`config.mk`:
```
export PLATFORM = sky130hd
export DESIGN_NAME = dmem_arbiter_flat
export DESIGN_NICKNAME = d
export VERILOG_FILES = /design/src/rtl/dmem_arbiter_if.sv /design/src/rtl/dmem_arbiter.sv /design/src/flat_wrapper.sv
export SDC_FILE = /design/constraint.sdc
export NUM_CORES = 1
export LEC_CHECK = 0
export BUFFER_PORTS_ARGS = -buffer_cell sky130_fd_sc_hd__buf_2
export CAP_MARGIN = 20
export CORE_UTILIZATION = 46
export CTS_BUF_LIST = sky130_fd_sc_hd__clkbuf_16
export DETAILED_ROUTE_END_ITERATION = 10
export PLACE_DENSITY = 0.77
export SLEW_MARGIN = 10
export SYNTH_ARGS = -nofsm -noshare
export SYNTH_HDL_FRONTEND = slang
export SYNTH_SLANG_ARGS = --single-unit
```
`constraint.sdc`:
```
create_clock -name clk -period 1.64 [get_ports clk]
set_input_delay 0.082 -clock clk [delete_from_list [all_inputs] [get_ports clk]]
set_output_delay 0.082 -clock clk [all_outputs]
set_load 0.02 [all_outputs]
```
`src/rtl/dmem_arbiter_if.sv`:
```
// Purpose: bundles the two requester channels and the Data_Memory bus of dmem_arbiter.
// Latency: none, wires only.
// Backpressure: requester A/B hold req until gnt; the memory side has no backpressure.
// Ports/signals:
//   a_*/b_*  : req, we, addr, wdata in; gnt, rvalid, err, rdata out (arbiter view)
//   mem_*    : addr, wdata, write, read out; rdata in (arbiter view)
// Modports: slave = arbiter side, master = requesters + memory side.
interface dmem_arbiter_if #(
  parameter int AW = 8
);
  logic          a_req;
  logic          a_we;
  logic [AW-1:0] a_addr;
  logic [15:0]   a_wdata;
  logic          a_gnt;
  logic          a_rvalid;
  logic          a_err;
  logic [15:0]   a_rdata;

  logic          b_req;
  logic          b_we;
  logic [AW-1:0] b_addr;
  logic [15:0]   b_wdata;
  logic          b_gnt;
  logic          b_rvalid;
  logic          b_err;
  logic [15:0]   b_rdata;

  logic [15:0]   mem_addr;
  logic [15:0]   mem_wdata;
  logic          mem_write;
  logic          mem_read;
  logic [15:0]   mem_rdata;

  modport slave (
    input  a_req, a_we, a_addr, a_wdata,
    output a_gnt, a_rvalid, a_err, a_rdata,
    input  b_req, b_we, b_addr, b_wdata,
    output b_gnt, b_rvalid, b_err, b_rdata,
    output mem_addr, mem_wdata, mem_write, mem_read,
    input  mem_rdata
  );

  modport master (
    output a_req, a_we, a_addr, a_wdata,
    input  a_gnt, a_rvalid, a_err, a_rdata,
    output b_req, b_we, b_addr, b_wdata,
    input  b_gnt, b_rvalid, b_err, b_rdata,
    input  mem_addr, mem_wdata, mem_write, mem_read,
    output mem_rdata
  );
endinterface

```
`src/rtl/dmem_arbiter.sv`:
```
// Purpose: round-robin arbiter serialising requesters A (CPU) and B (DMA) onto a 16-bit big-endian Data_Memory.
// Latency: request sampled in IDLE (N), gnt + memory strobe at N+1, rvalid/err/rdata at N+2; one access per 3 cycles.
// Backpressure: requesters hold req and fields until gnt; losers simply keep waiting in IDLE.
// Ports:
//   clk, reset : clock and synchronous active-high reset
//   bus        : dmem_arbiter_if.slave carrying both requester channels and the memory bus
module dmem_arbiter #(
  parameter int AW = 8
) (
  input  logic           clk,
  input  logic           reset,
  dmem_arbiter_if.slave  bus
);

  typedef enum logic [1:0] {
    ST_IDLE   = 2'd0,
    ST_ACCESS = 2'd1,
    ST_RESP   = 2'd2
  } state_t;

  state_t        r_state;
  state_t        w_next_state;

  logic          r_last_b;   // 1: B was served last, so A wins the next tie
  logic          r_owner_b;  // owner of the in-flight access
  logic          r_we;
  logic          r_err;
  logic [AW-1:0] r_addr;
  logic [15:0]   r_wdata;
  logic [15:0]   r_a_rdata;
  logic [15:0]   r_b_rdata;

  logic          w_win_a;
  logic          w_win_b;
  logic          w_accept;
  logic [15:0]   w_resp_data;

  logic          w_a_gnt;
  logic          w_b_gnt;
  logic          w_a_rvalid;
  logic          w_b_rvalid;
  logic          w_a_err;
  logic          w_b_err;
  logic [15:0]   w_mem_addr;
  logic [15:0]   w_mem_wdata;
  logic          w_mem_write;
  logic          w_mem_read;

  // On a tie the side that was not served last wins.
  assign w_win_a  = bus.a_req & (~bus.b_req | r_last_b);
  assign w_win_b  = bus.b_req & (~bus.a_req | ~r_last_b);
  assign w_accept = (r_state == ST_IDLE) & (w_win_a | w_win_b);

  // Errored accesses and writes return zero; only a clean read returns memory data.
  assign w_resp_data = (!r_err && !r_we) ? bus.mem_rdata : 16'h0000;

  // State register
  always_ff @(posedge clk) begin
    if (reset) begin
      r_state <= ST_IDLE;
    end else begin
      r_state <= w_next_state;
    end
  end

  // Next-state logic
  always_comb begin
    w_next_state = r_state;
    case (r_state)
      ST_IDLE:   if (w_win_a | w_win_b) w_next_state = ST_ACCESS;
      ST_ACCESS: w_next_state = ST_RESP;
      ST_RESP:   w_next_state = ST_IDLE;
      default:   w_next_state = ST_IDLE;
    endcase
  end

  // Request latch and read-data capture
  always_ff @(posedge clk) begin
    if (reset) begin
      r_last_b  <= 1'b1;
      r_owner_b <= 1'b0;
      r_we      <= 1'b0;
      r_err     <= 1'b0;
      r_addr    <= '0;
      r_wdata   <= 16'h0000;
      r_a_rdata <= 16'h0000;
      r_b_rdata <= 16'h0000;
    end else begin
      if (w_accept) begin
        r_owner_b <= w_win_b;
        r_last_b  <= w_win_b;
        r_we      <= w_win_b ? bus.b_we    : bus.a_we;
        r_addr    <= w_win_b ? bus.b_addr  : bus.a_addr;
        r_wdata   <= w_win_b ? bus.b_wdata : bus.a_wdata;
        r_err     <= w_win_b ? bus.b_addr[0] : bus.a_addr[0];
      end
      // Memory output is sampled at the edge closing ACCESS, so the owner's
      // rdata is already stable in the RESP cycle and holds until its next rvalid.
      if (r_state == ST_ACCESS) begin
        if (r_owner_b) begin
          r_b_rdata <= w_resp_data;
        end else begin
          r_a_rdata <= w_resp_data;
        end
      end
    end
  end

  // Output logic
  always_comb begin
    w_a_gnt     = 1'b0;
    w_b_gnt     = 1'b0;
    w_a_rvalid  = 1'b0;
    w_b_rvalid  = 1'b0;
    w_a_err     = 1'b0;
    w_b_err     = 1'b0;
    w_mem_addr  = 16'h0000;
    w_mem_wdata = 16'h0000;
    w_mem_write = 1'b0;
    w_mem_read  = 1'b0;
    case (r_state)
      ST_ACCESS: begin
        w_a_gnt = ~r_owner_b;
        w_b_gnt = r_owner_b;
        // A misaligned access never touches the memory.
        if (!r_err) begin
          w_mem_addr  = {{(16-AW){1'b0}}, r_addr};
          w_mem_wdata = r_wdata;
          w_mem_write = r_we;
          w_mem_read  = ~r_we;
        end
      end
      ST_RESP: begin
        w_a_rvalid = ~r_owner_b;
        w_b_rvalid = r_owner_b;
        w_a_err    = ~r_owner_b & r_err;
        w_b_err    = r_owner_b & r_err;
      end
      default: ;
    endcase
  end

  assign bus.a_gnt     = w_a_gnt;
  assign bus.b_gnt     = w_b_gnt;
  assign bus.a_rvalid  = w_a_rvalid;
  assign bus.b_rvalid  = w_b_rvalid;
  assign bus.a_err     = w_a_err;
  assign bus.b_err     = w_b_err;
  assign bus.a_rdata   = r_a_rdata;
  assign bus.b_rdata   = r_b_rdata;
  assign bus.mem_addr  = w_mem_addr;
  assign bus.mem_wdata = w_mem_wdata;
  assign bus.mem_write = w_mem_write;
  assign bus.mem_read  = w_mem_read;

endmodule

```
`src/flat_wrapper.sv`:
```
// flat-port wrapper written by rule: the top's interface ports become plain ports
module dmem_arbiter_flat 
#(
  parameter int AW = 8
)
  (clk, reset, bus_a_req, bus_a_we, bus_a_addr, bus_a_wdata, bus_a_gnt, bus_a_rvalid, bus_a_err, bus_a_rdata, bus_b_req, bus_b_we, bus_b_addr, bus_b_wdata, bus_b_gnt, bus_b_rvalid, bus_b_err, bus_b_rdata, bus_mem_addr, bus_mem_wdata, bus_mem_write, bus_mem_read, bus_mem_rdata);
  dmem_arbiter_if #(.AW(AW)) bus_i ();
  input  logic clk;
  input  logic reset;
  input wire logic [$bits(bus_i.a_req)-1:0] bus_a_req;
  input wire logic [$bits(bus_i.a_we)-1:0] bus_a_we;
  input wire logic [$bits(bus_i.a_addr)-1:0] bus_a_addr;
  input wire logic [$bits(bus_i.a_wdata)-1:0] bus_a_wdata;
  output wire logic [$bits(bus_i.a_gnt)-1:0] bus_a_gnt;
  output wire logic [$bits(bus_i.a_rvalid)-1:0] bus_a_rvalid;
  output wire logic [$bits(bus_i.a_err)-1:0] bus_a_err;
  output wire logic [$bits(bus_i.a_rdata)-1:0] bus_a_rdata;
  input wire logic [$bits(bus_i.b_req)-1:0] bus_b_req;
  input wire logic [$bits(bus_i.b_we)-1:0] bus_b_we;
  input wire logic [$bits(bus_i.b_addr)-1:0] bus_b_addr;
  input wire logic [$bits(bus_i.b_wdata)-1:0] bus_b_wdata;
  output wire logic [$bits(bus_i.b_gnt)-1:0] bus_b_gnt;
  output wire logic [$bits(bus_i.b_rvalid)-1:0] bus_b_rvalid;
  output wire logic [$bits(bus_i.b_err)-1:0] bus_b_err;
  output wire logic [$bits(bus_i.b_rdata)-1:0] bus_b_rdata;
  output wire logic [$bits(bus_i.mem_addr)-1:0] bus_mem_addr;
  output wire logic [$bits(bus_i.mem_wdata)-1:0] bus_mem_wdata;
  output wire logic [$bits(bus_i.mem_write)-1:0] bus_mem_write;
  output wire logic [$bits(bus_i.mem_read)-1:0] bus_mem_read;
  input wire logic [$bits(bus_i.mem_rdata)-1:0] bus_mem_rdata;
  assign bus_i.a_req = bus_a_req;
  assign bus_i.a_we = bus_a_we;
  assign bus_i.a_addr = bus_a_addr;
  assign bus_i.a_wdata = bus_a_wdata;
  assign bus_a_gnt = bus_i.a_gnt;
  assign bus_a_rvalid = bus_i.a_rvalid;
  assign bus_a_err = bus_i.a_err;
  assign bus_a_rdata = bus_i.a_rdata;
  assign bus_i.b_req = bus_b_req;
  assign bus_i.b_we = bus_b_we;
  assign bus_i.b_addr = bus_b_addr;
  assign bus_i.b_wdata = bus_b_wdata;
  assign bus_b_gnt = bus_i.b_gnt;
  assign bus_b_rvalid = bus_i.b_rvalid;
  assign bus_b_err = bus_i.b_err;
  assign bus_b_rdata = bus_i.b_rdata;
  assign bus_mem_addr = bus_i.mem_addr;
  assign bus_mem_wdata = bus_i.mem_wdata;
  assign bus_mem_write = bus_i.mem_write;
  assign bus_mem_read = bus_i.mem_read;
  assign bus_i.mem_rdata = bus_mem_rdata;
  dmem_arbiter #(.AW(AW)) u_core (.clk(clk), .reset(reset), .bus(bus_i));
endmodule
```
Word-level counts from Yosys, hierarchy flattened
Index checks and enable logic that the tools add are counted.
{"block": "totals", "reg_bits": 62, "latchBits": 0, "ram_bits": 0, "mem_bits_ro": 0, "out_inout_bits": 72, "wordCells": 52, "mem_count": 0}
{"block": "classes", "add_sub_neg": 0, "n_mul": 0, "div_mod_pow": 0, "order_cmp": 0, "eq_ne": 3, "shift": 0, "muxes": 21, "n_bitwise": 13, "n_reduce_logical": 6}
{"cell": "16-bit two-way mux", "n": 5}
{"cell": "8-bit two-way mux", "n": 2}
{"cell": "1-bit two-way mux", "n": 12}
{"cell": "1-bit AND", "n": 5}
{"cell": "1-bit inverter", "n": 5}
{"cell": "2-bit case mux with 2 select lines", "n": 1}
{"cell": "2-bit AND reduction", "n": 2}
{"cell": "1-bit bitwise OR", "n": 3}
{"cell": "2-bit by 1-bit equality test with 1-bit output (second input constant)", "n": 1}
{"cell": "2-bit equality test (second input constant)", "n": 1}
{"cell": "1-bit zero test", "n": 2}
{"cell": "2-bit zero test", "n": 1}
{"cell": "2-bit two-way mux", "n": 1}
{"cell": "2-bit != test (second input constant)", "n": 1}
{"cell": "1-bit logical AND", "n": 1}

Longest topological paths before layout
Gate-level depths: netlist of run 1.
{"block": "logic_depth", "word_depth": 6, "mapped_depth": 6, "depth_no_buf": 4}

Least setup slack after synthesis of run 1
OpenSTA, ideal clock, no wires.
{"block": "synth_path", "kind": "flip-flop to output port", "startpoint": "register u_core.r_state[1]", "endpoint": "output port bus_a_err", "arrival_time_ns": 1.256, "path_slack_ns": 0.302, "stages_incl_launch_ff": 3, "cell_sequence": "dfxtp_1 -> nor3b_1 -> and2_1"}
{"block": "synth_between", "elab_chain_cells": 2}
{"item": "start: declaration", "line_no": "dmem_arbiter.sv:21", "rtl": "state_t r_state;"}
{"item": "start signal: assignment", "line_no": "dmem_arbiter.sv:62", "rtl": "r_state <= w_next_state;"}
{"item": "2-bit equality test", "line_no": "dmem_arbiter.sv:121", "rtl": "case (r_state)"}
{"item": "1-bit two-way mux", "line_no": "dmem_arbiter.sv:121"}
{"item": "end: declaration", "line_no": "flat_wrapper.sv:16", "rtl": "output wire logic [$bits(bus_i.a_err)-1:0] bus_a_err;"}
No other way between the ends.

Worst setup path in the final report of run 1
{"block": "layout_path", "startpoint": "register u_core.r_state[0]", "endpoint": "output port bus_a_gnt"}
{"block": "layout_between", "elab_chain_cells": 2}
{"item": "2-bit by 1-bit equality test with 1-bit output", "line_no": "dmem_arbiter.sv:121"}
{"item": "1-bit two-way mux", "line_no": "dmem_arbiter.sv:121"}
{"item": "end: declaration", "line_no": "flat_wrapper.sv:14", "rtl": "output wire logic [$bits(bus_i.a_gnt)-1:0] bus_a_gnt;"}
No other way between the ends.

==> PnR_summary.wiki, run 1 <==
{| class="wikitable"
! Metric !! Value
|-
| Result of the run || complete, no violations
|-
| IO Port Bufs || 132
|-
| Worst setup slack before clock tree synthesis || 0.205 ns
|-
| Overflow left after global routing || 0
|-
| Area fraction of the dominant cell type after synthesis || 0.425
|-
| Die height || 81.0 µm
|-
| Setup total negative slack || 0 ns
|-
| Die ar. || 6560 µm²
|-
| Clock-pin transition on the worst setup and hold timing paths || 0.05 ns
|-
| Area of the core || 5960 µm²
|-
| Count of warnings emitted by yosys || 0
|-
| Maximum fanout along the worst path || 17
|-
| Hold Buf Count CTS || 0
|-
| Wire length per cell || 13.9 µm
|-
| Drt initial violations || 105
|-
| Final-layout worst hold slack || 0.0160 ns
|-
| Lkg Pwr || 1.76 nW
|-
| Number of buffers added by the clock tree synthesis step || 9
|-
| Number of top-level pins || 142
|-
| Power density over the cells || 1060 nW/µm²
|-
| Leading cell type in the layout, fill and taps excluded || sky130_fd_sc_hd__buf_2
|-
| Number of setup buffers added after CTS || 0
|-
| Area of the mapped netlist || 2870 µm²
|-
| Chip Width || 81.0 µm
|-
| Detailed Routing Iterations Pass 1 || 4
|-
| Cell row count || 28
|-
| Most frequent cells in the layout || sky130_fd_sc_hd__buf_2 (127), sky130_fd_sc_hd__nand2_1 (84), sky130_fd_sc_hd__dfxtp_1 (60), sky130_fd_sc_hd__a21oi_1 (58), sky130_fd_sc_hd__nand3_1 (32)
|-
| TritonCTS clock tree || built
|-
| Kind of end point of the critical path || output pin
|-
| Worst Skew || 0.00556 ns
|-
| Critical path's slowest cell || sky130_fd_sc_hd__or3b_4
|-
| Final Core Density || 0.645
|-
| Setup-violating endpoint count in the final report || 0
|-
| Clk Latency, worst-skew pair || 0.32 ns
|-
| Proportion of layout cells with a drive suffix above 1 || 0.396
|-
| Crit share post-route || 0.973
|-
| Worst-Margin Slew || 0.555 ns
|-
| Unrepaired setup endpoints after global routing || false
|-
| Worst slew margin || 0.630
|-
| Number of global-route vias before repair || 2562
|-
| Vias per Instance || 5.26
|-
| Cell types with the largest area share after synthesis || sky130_fd_sc_hd__dfxtp_1 (43%), sky130_fd_sc_hd__nand2_1 (11%), sky130_fd_sc_hd__a21oi_1 (10%), sky130_fd_sc_hd__a311oi_2 (9.9%), sky130_fd_sc_hd__and2_1 (5.7%)
|-
| Min-delay worst type || primary input to flip-flop
|-
| List of cells traversed by the critical path || or3b_4 > inv_6 > buf_2
|-
| Maximum count of clock buffers along a single path || 2
|-
| Finished Layout Cells || 552
|-
| Worst Slack Setup Final || 0.0445 ns
|-
| Sequential cell area || 1220 µm²
|-
| Worst setup SP type || flip-flop
|-
| Total detailed-routing wirelength || 7660 µm
|-
| Total number of vias || 2906
|-
| Number of design rule violations left after detail routing || 0
|-
| Category of the most critical setup path || flip-flop to output pin
|-
| Max Freq || 0.627 GHz
|-
| Flip-flop and latch count after synthesis || 61
|-
| Count of inserted antenna diode cells || 0
|-
| Combined area of the multi-input logic cells || 1450 µm²
|-
| Data required time at the worst endpoint || 1.56 ns
|-
| DP Cell Count || 534
|-
| Nets || 542
|-
| Syn avg cell area || 8.27 µm²
|-
| Final-report hold violation count || 0
|-
| Overall track demand over capacity in global routing || 0.234
|-
| Placer Congestion || 0.749
|-
| Number of unique standard cell types used by synthesis || 27
|-
| Post-detailed-placement half-perimeter wirelength || 5090 µm
|-
| Final number of max-transition violations || 0
|-
| Global-route wire length before repair || 11600 µm
|-
| Antenna violations before repair || 0
|-
| Time the final worst path needs with I/O delays and setup || 1.60 ns
|-
| Effective utilization at floorplan || 0.482
|-
| Cells after Synth || 347
|-
| Count of clock tree sinks || 61
|-
| Cell taking the most area after synthesis || sky130_fd_sc_hd__dfxtp_1
|-
| Largest net degree at the start of global routing || 33
|-
| Number of H-tree levels || 3
|-
| Growth of design area from synthesis to finish || 33.9%
|-
| Filler Cell Count || 542
|-
| Post-detailed-route count of antenna-violating nets || 0
|-
| # Max-Cap Violations || 0
|-
| Peak per-stage delay on the critical path || 0.46 ns
|-
| Max IR drop VDD || 679 µV
|-
| Root buf cell || sky130_fd_sc_hd__clkbuf_16
|-
| Sequential element share of the synthesized area || 0.425
|-
| Critical Path AT || 1.51 ns
|}
-- Yosys cell counts --
cell and count:
sky130_fd_sc_hd__a221o_1 1, sky130_fd_sc_hd__nand2_1 84, sky130_fd_sc_hd__clkbuf_1 17, sky130_fd_sc_hd__buf_2 8
sky130_fd_sc_hd__nor2b_1 2, sky130_fd_sc_hd__a21oi_1 58, sky130_fd_sc_hd__a21boi_2 1, sky130_fd_sc_hd__a21bo_2 2
sky130_fd_sc_hd__and2_4 1, sky130_fd_sc_hd__nor2_1 4, sky130_fd_sc_hd__or2_1 1, sky130_fd_sc_hd__nand3b_1 1
sky130_fd_sc_hd__nand3_1 32, sky130_fd_sc_hd__inv_6 1, sky130_fd_sc_hd__nor3_1 1, sky130_fd_sc_hd__nor3b_1 1
sky130_fd_sc_hd__and3b_1 1, sky130_fd_sc_hd__conb_1 1, sky130_fd_sc_hd__or3b_1 1, sky130_fd_sc_hd__buf_4 9
sky130_fd_sc_hd__and2_1 26, sky130_fd_sc_hd__buf_6 6, sky130_fd_sc_hd__nand2b_1 1, sky130_fd_sc_hd__clkinv_1 1
sky130_fd_sc_hd__dfxtp_1 61, sky130_fd_sc_hd__a311oi_2 19, sky130_fd_sc_hd__a311oi_1 6
-- where the power goes --
group	switching (W)	internal, W	leakage (nW)
Sequential	0.0000650	0.00159	0.500
Combinational	0.000482	0.000311	1.13
Clock	0.000640	0.000993	0.125
Total	0.00119	0.00290	1.76
-- flip-flops by register name (all words and copies together), names as in the netlist --
signal / cells
u_core.bus.a_rdata: 16
u_core.r_we: 1
u_core.r_wdata: 16
u_core.bus.b_rdata: 16
u_core.r_state: 2
u_core.r_addr: 8
u_core.r_last_b: 1
u_core.r_owner_b: 1
-- layer usage --
layer / vias up / share of wire / track usage
li1: 1428 / - / -
met1: 1339 / 0.45 / 0.291
met2: 130 / 0.46 / 0.376
met3: 9 / 0.075 / 0.0539
met4: 0 / 0.013 / 0.116
met5: - / 0 / 0
-- cells by family (layout without fill, tap and decap cells) --
kind of cell | after synthesis | after routing | share of synthesized area
and+or+nand+nor | 156 | 156 | 0.252
AOI/OAI and AO/OA | 87 | 87 | 0.233
DFF | 61 | 61 | 0.425
buffers and inverters | 42 | 164 | 0.0876
other | 1 | 9 | 0.00131
-- worst paths after layout --
kind / startpoint / to / slack [ns] / cells after the start
max: u_core.r_state[0]$_SDFFE_PP0P_ / bus_a_gnt / 0.04 / 3
max reg2reg: u_core.r_last_b$_SDFFE_PP1P_ / u_core.r_wdata[14]$_SDFFE_PP0P_ / 0.24 / 3
min: bus_a_wdata[2] / u_core.r_wdata[2]$_SDFFE_PP0P_ / 0.02 / 3
min reg2reg: u_core.bus.b_rdata[4]$_SDFFE_PP0P_ / u_core.bus.b_rdata[4]$_SDFFE_PP0P_ / 0.45 / 2
-- critical path, delay by kind of cell (launching register included) --
kind | cells | cell delay [ns]
flip-flops | 1 | 0.39
buffers and inverters | 2 | 0.34
AND/OR/NAND/NOR | 1 | 0.46
-- per-stage QoR --
step / power, W / cell area (µm²)
4_1_cts: 0.00408 / 3780
2_1_floorplan: 0.00223 / 2900
6_report: 0.00409 / 3840
3_3_place_gp: 0.00243 / 3520
5_1_grt: 0.00426 / 3840
3_5_place_dp: 0.00245 / 3520
-- timing repair --
action / 4_1_cts / 5_1_grt
resized for setup: 2 / 16
cloned: 0 / 2
setup endpoints to repair: 2 / 25
pin swaps: 0 / 1
-- layout make-up --
type,instances,area share
Timing Repair Buffer,146,0.210
Tap cell,75,0.0244
Inverter,2,0.00358
Clock inverter,7,0.00846
Multi-Input combinational cell,252,0.377
Clock buffer,9,0.0586
Sequential cell,61,0.318
No activity file was read; power rests on OpenSTA's default activity.
==> run 2: changes to the inputs <==
CELL_PAD_IN_SITES_DETAIL_PLACEMENT = 0   (was not set)
CELL_PAD_IN_SITES_GLOBAL_PLACEMENT = 1   (was not set)
CORE_UTILIZATION = 32   (was 46)
clock period = 1.7 ns   (was 1.64 ns; I/O delays follow)
==> run 2 against run 1 <==
Net effect:
- cell area increased by 0.26%
- first-iteration DRC count is 28% lower
- non-clock buffer count is 1 lower
- wire length is 3.8% higher
- critical path depth grew 2
- register-to-register slack better by 0.14 ns
- utilization shrank 20 points
- flip-flop and latch count unchanged
- sequential share of layout area is 0.083 points lower
- sequential power is 4% lower
- clock skew grew 0.00080 ns
- via count is 1.1% lower
==> PnR_summary.wiki, run 2 (synthesis results as in run 1) <==
{| class="wikitable"
! Metric !! Value
|-
| Chip Width || 96.7 µm
|-
| Critical path's slowest cell || sky130_fd_sc_hd__dfxtp_1
|-
| Combinational power share || 0.185
|-
| Worst Skew || 0.00636 ns
|-
| Lkg Pwr || 1.76 nW
|-
| Post-detailed-placement half-perimeter wirelength || 5530 µm
|-
| Largest net degree at the start of global routing || 33
|-
| Worst slew margin || 0.619
|-
| Power density over the cells || 1050 nW/µm²
|-
| Switching part of the total || 0.277
|-
| Die ar. || 9350 µm²
|-
| Sum of buffers and inverters on the critical path || 2
|-
| Max IR drop VDD || 380 µV
|-
| Area of the core || 8720 µm²
|-
| Growth of design area from synthesis to finish || 34.3%
|-
| Critical Path AT || 1.49 ns
|-
| Data required time at the worst endpoint || 1.62 ns
|-
| Number of buffers added by the clock tree synthesis step || 9
|-
| Result of the run || complete, no violations
|-
| Effective utilization at floorplan || 0.329
|-
| Clock-pin transition on the worst setup and hold timing paths || 0.05 ns
|-
| Register-to-register path setup slack || 0.38 ns
|-
| Total number of vias || 2874
|-
| Sequential Power Share || 0.396
|-
| Final-layout worst hold slack || 0.0221 ns
|-
| Clock network fraction of design power || 0.419
|-
| Overall power || 0.00404 W
|-
| Final number of max-transition violations || 0
|-
| Destination of the worst register-to-register timing path || u_core.r_addr[5]$_SDFFE_PP0P_
|-
| Worst flop-to-flop path startpoint || u_core.r_state[1]$_SDFFE_PP0P_
|-
| Top cell family by delay on the critical path || simple AND/OR/NAND/NOR gates
|-
| Proportion of layout cells with a drive suffix above 1 || 0.390
|-
| Number of H-tree levels || 3
|-
| Overflow left after global routing || 0
|-
| Worst Hold Depth || 3
|-
| Min-delay worst type || primary input to flip-flop
|-
| Setup-violating endpoint count in the final report || 0
|-
| Peak per-stage delay on the critical path || 0.34 ns
|-
| Max Freq || 0.635 GHz
|-
| Crit share post-route || 0.926
|-
| Post-detailed-route count of antenna-violating nets || 0
|-
| Clk Latency, worst-skew pair || 0.32 ns
|-
| Worst-Margin Slew || 0.571 ns
|-
| TritonCTS clock tree || built
|-
| Count of clock tree sinks || 61
|-
| List of cells traversed by the critical path || nand2b_1 > nor2_2 > buf_6 > and2_1 > buf_2
|-
| Cell row count || 34
|-
| Path depth of the worst reg2reg path || 4
|-
| End point of the most critical hold path || u_core.r_addr[6]$_SDFFE_PP0P_
|-
| Wire length per cell || 13.7 µm
|-
| Number of design rule violations left after detail routing || 0
|-
| Origin of the worst min-delay path || bus_a_addr[6]
|-
| # Max-Cap Violations || 0
|-
| Leading cell type in the layout, fill and taps excluded || sky130_fd_sc_hd__buf_2
|-
| Category of the most critical setup path || flip-flop to output pin
|-
| Internal Pwr Total || 0.00292 W
|-
| Count of inserted antenna diode cells || 0
|-
| Maximum count of clock buffers along a single path || 2
|-
| IO Port Bufs || 132
|-
| Switching component of the power || 0.00112 W
|-
| Global-route wire length before repair || 13200 µm
|-
| Final Core Density || 0.442
|-
| Antenna violations before repair || 0
|-
| Worst setup SP type || flip-flop
|-
| Vias per Instance || 4.94
|-
| Setup total negative slack || 0 ns
|-
| Placer Congestion || 0.731
|-
| Root buf cell || sky130_fd_sc_hd__clkbuf_16
|-
| Number of global-route vias before repair || 2755
|-
| Time the final worst path needs with I/O delays and setup || 1.58 ns
|-
| Final-report hold violation count || 0
|-
| Most frequent cells in the layout || sky130_fd_sc_hd__buf_2 (132), sky130_fd_sc_hd__nand2_1 (84), sky130_fd_sc_hd__dfxtp_1 (60), sky130_fd_sc_hd__a21oi_1 (58), sky130_fd_sc_hd__nand3_1 (32)
|-
| Detailed Routing Iterations Pass 1 || 5
|-
| Overall track demand over capacity in global routing || 0.173
|-
| Number of top-level pins || 142
|-
| Maximum fanout along the worst path || 17
|-
| Kind of end point of the critical path || output pin
|-
| Unrepaired setup endpoints after global routing || false
|-
| Total detailed-routing wirelength || 7950 µm
|-
| Hold Buf Count CTS || 0
|-
| Drt initial violations || 76
|-
| Nets || 541
|-
| Die height || 96.7 µm
|}
-- run 2: stage by stage --
step,worst slack [ns],instance area (µm²),std cells
2_1_floorplan,0.359,2900,355
3_3_place_gp,0.273,3570,568
3_5_place_dp,0.236,3570,568
4_1_cts,0.0502,3850,582
5_1_grt,0.0214,3850,582
6_report,0.125,3850,582
-- run 2: cell type report --
| type | count | area [µm²] |
|---|---|---|
| clock buffers | 9 | 225 |
| clock inverters | 5 | 45.0 |
| flip-flops and latches | 61 | 1220 |
| repair buffers | 145 | 774 |
| fillers | 897 | 4870 |
| multi-input cells | 252 | 1440 |
| well taps | 108 | 135 |
| inverters | 2 | 13.8 |
-- run 2: repair_timing --
item / 4_1_cts / 5_1_grt
gates resized for setup: 2 / 3
cloned: 0 / 0
endpoints found under the setup margin: 2 / 18
buffers inserted: 0 / 0
-- run 2: worst max-delay path by stage --
| stage | start | to | depth (start not counted) | slack [ns] |
|---|---|---|---|---|
| floorplan | u_core.r_state[1]$_SDFFE_PP0P_ | bus_a_err | 2 | 0.36 |
| global placement | u_core.r_state[1]$_SDFFE_PP0P_ | u_core.bus.b_rdata[11]$_SDFFE_PP0P_ | 4 | 0.27 |
| detailed placement | u_core.r_state[0]$_SDFFE_PP0P_ | u_core.bus.a_rdata[13]$_SDFFE_PP0P_ | 4 | 0.24 |
| CTS | u_core.r_state[1]$_SDFFE_PP0P_ | bus_mem_wdata[5] | 5 | 0.05 |
| global route | u_core.r_state[1]$_SDFFE_PP0P_ | bus_mem_wdata[14] | 5 | 0.02 |
| finish | u_core.r_state[1]$_SDFFE_PP0P_ | bus_mem_wdata[5] | 5 | 0.12 |
-- run 2: tightest hold or removal path, delay by kind of cell --
kind,cells,cell delay (ns)
AND/OR/NAND/NOR,1,0.05
AO/OA/AOI/OAI,1,0.06
buffers and inverters,1,0.10
-- run 2: power groups by stage --
stage / clock (W) / sequential (W) / combinational [W]
3_3_place_gp: 0 / 0.00162 / 0.000740
4_1_cts: 0.00174 / 0.00160 / 0.000752
2_1_floorplan: 0 / 0.00164 / 0.000513
6_report: 0.00169 / 0.00160 / 0.000747
3_5_place_dp: 0 / 0.00162 / 0.000748
5_1_grt: 0.00179 / 0.00161 / 0.000825
-- run 2: per-layer routing --
metal,global-route usage,up-vias,part of all wire
li1,-,1428,-
met1,0.229,1298,0.46
met2,0.265,139,0.44
met3,0.0484,9,0.085
met4,0.0700,0,0.013
met5,0,-,0
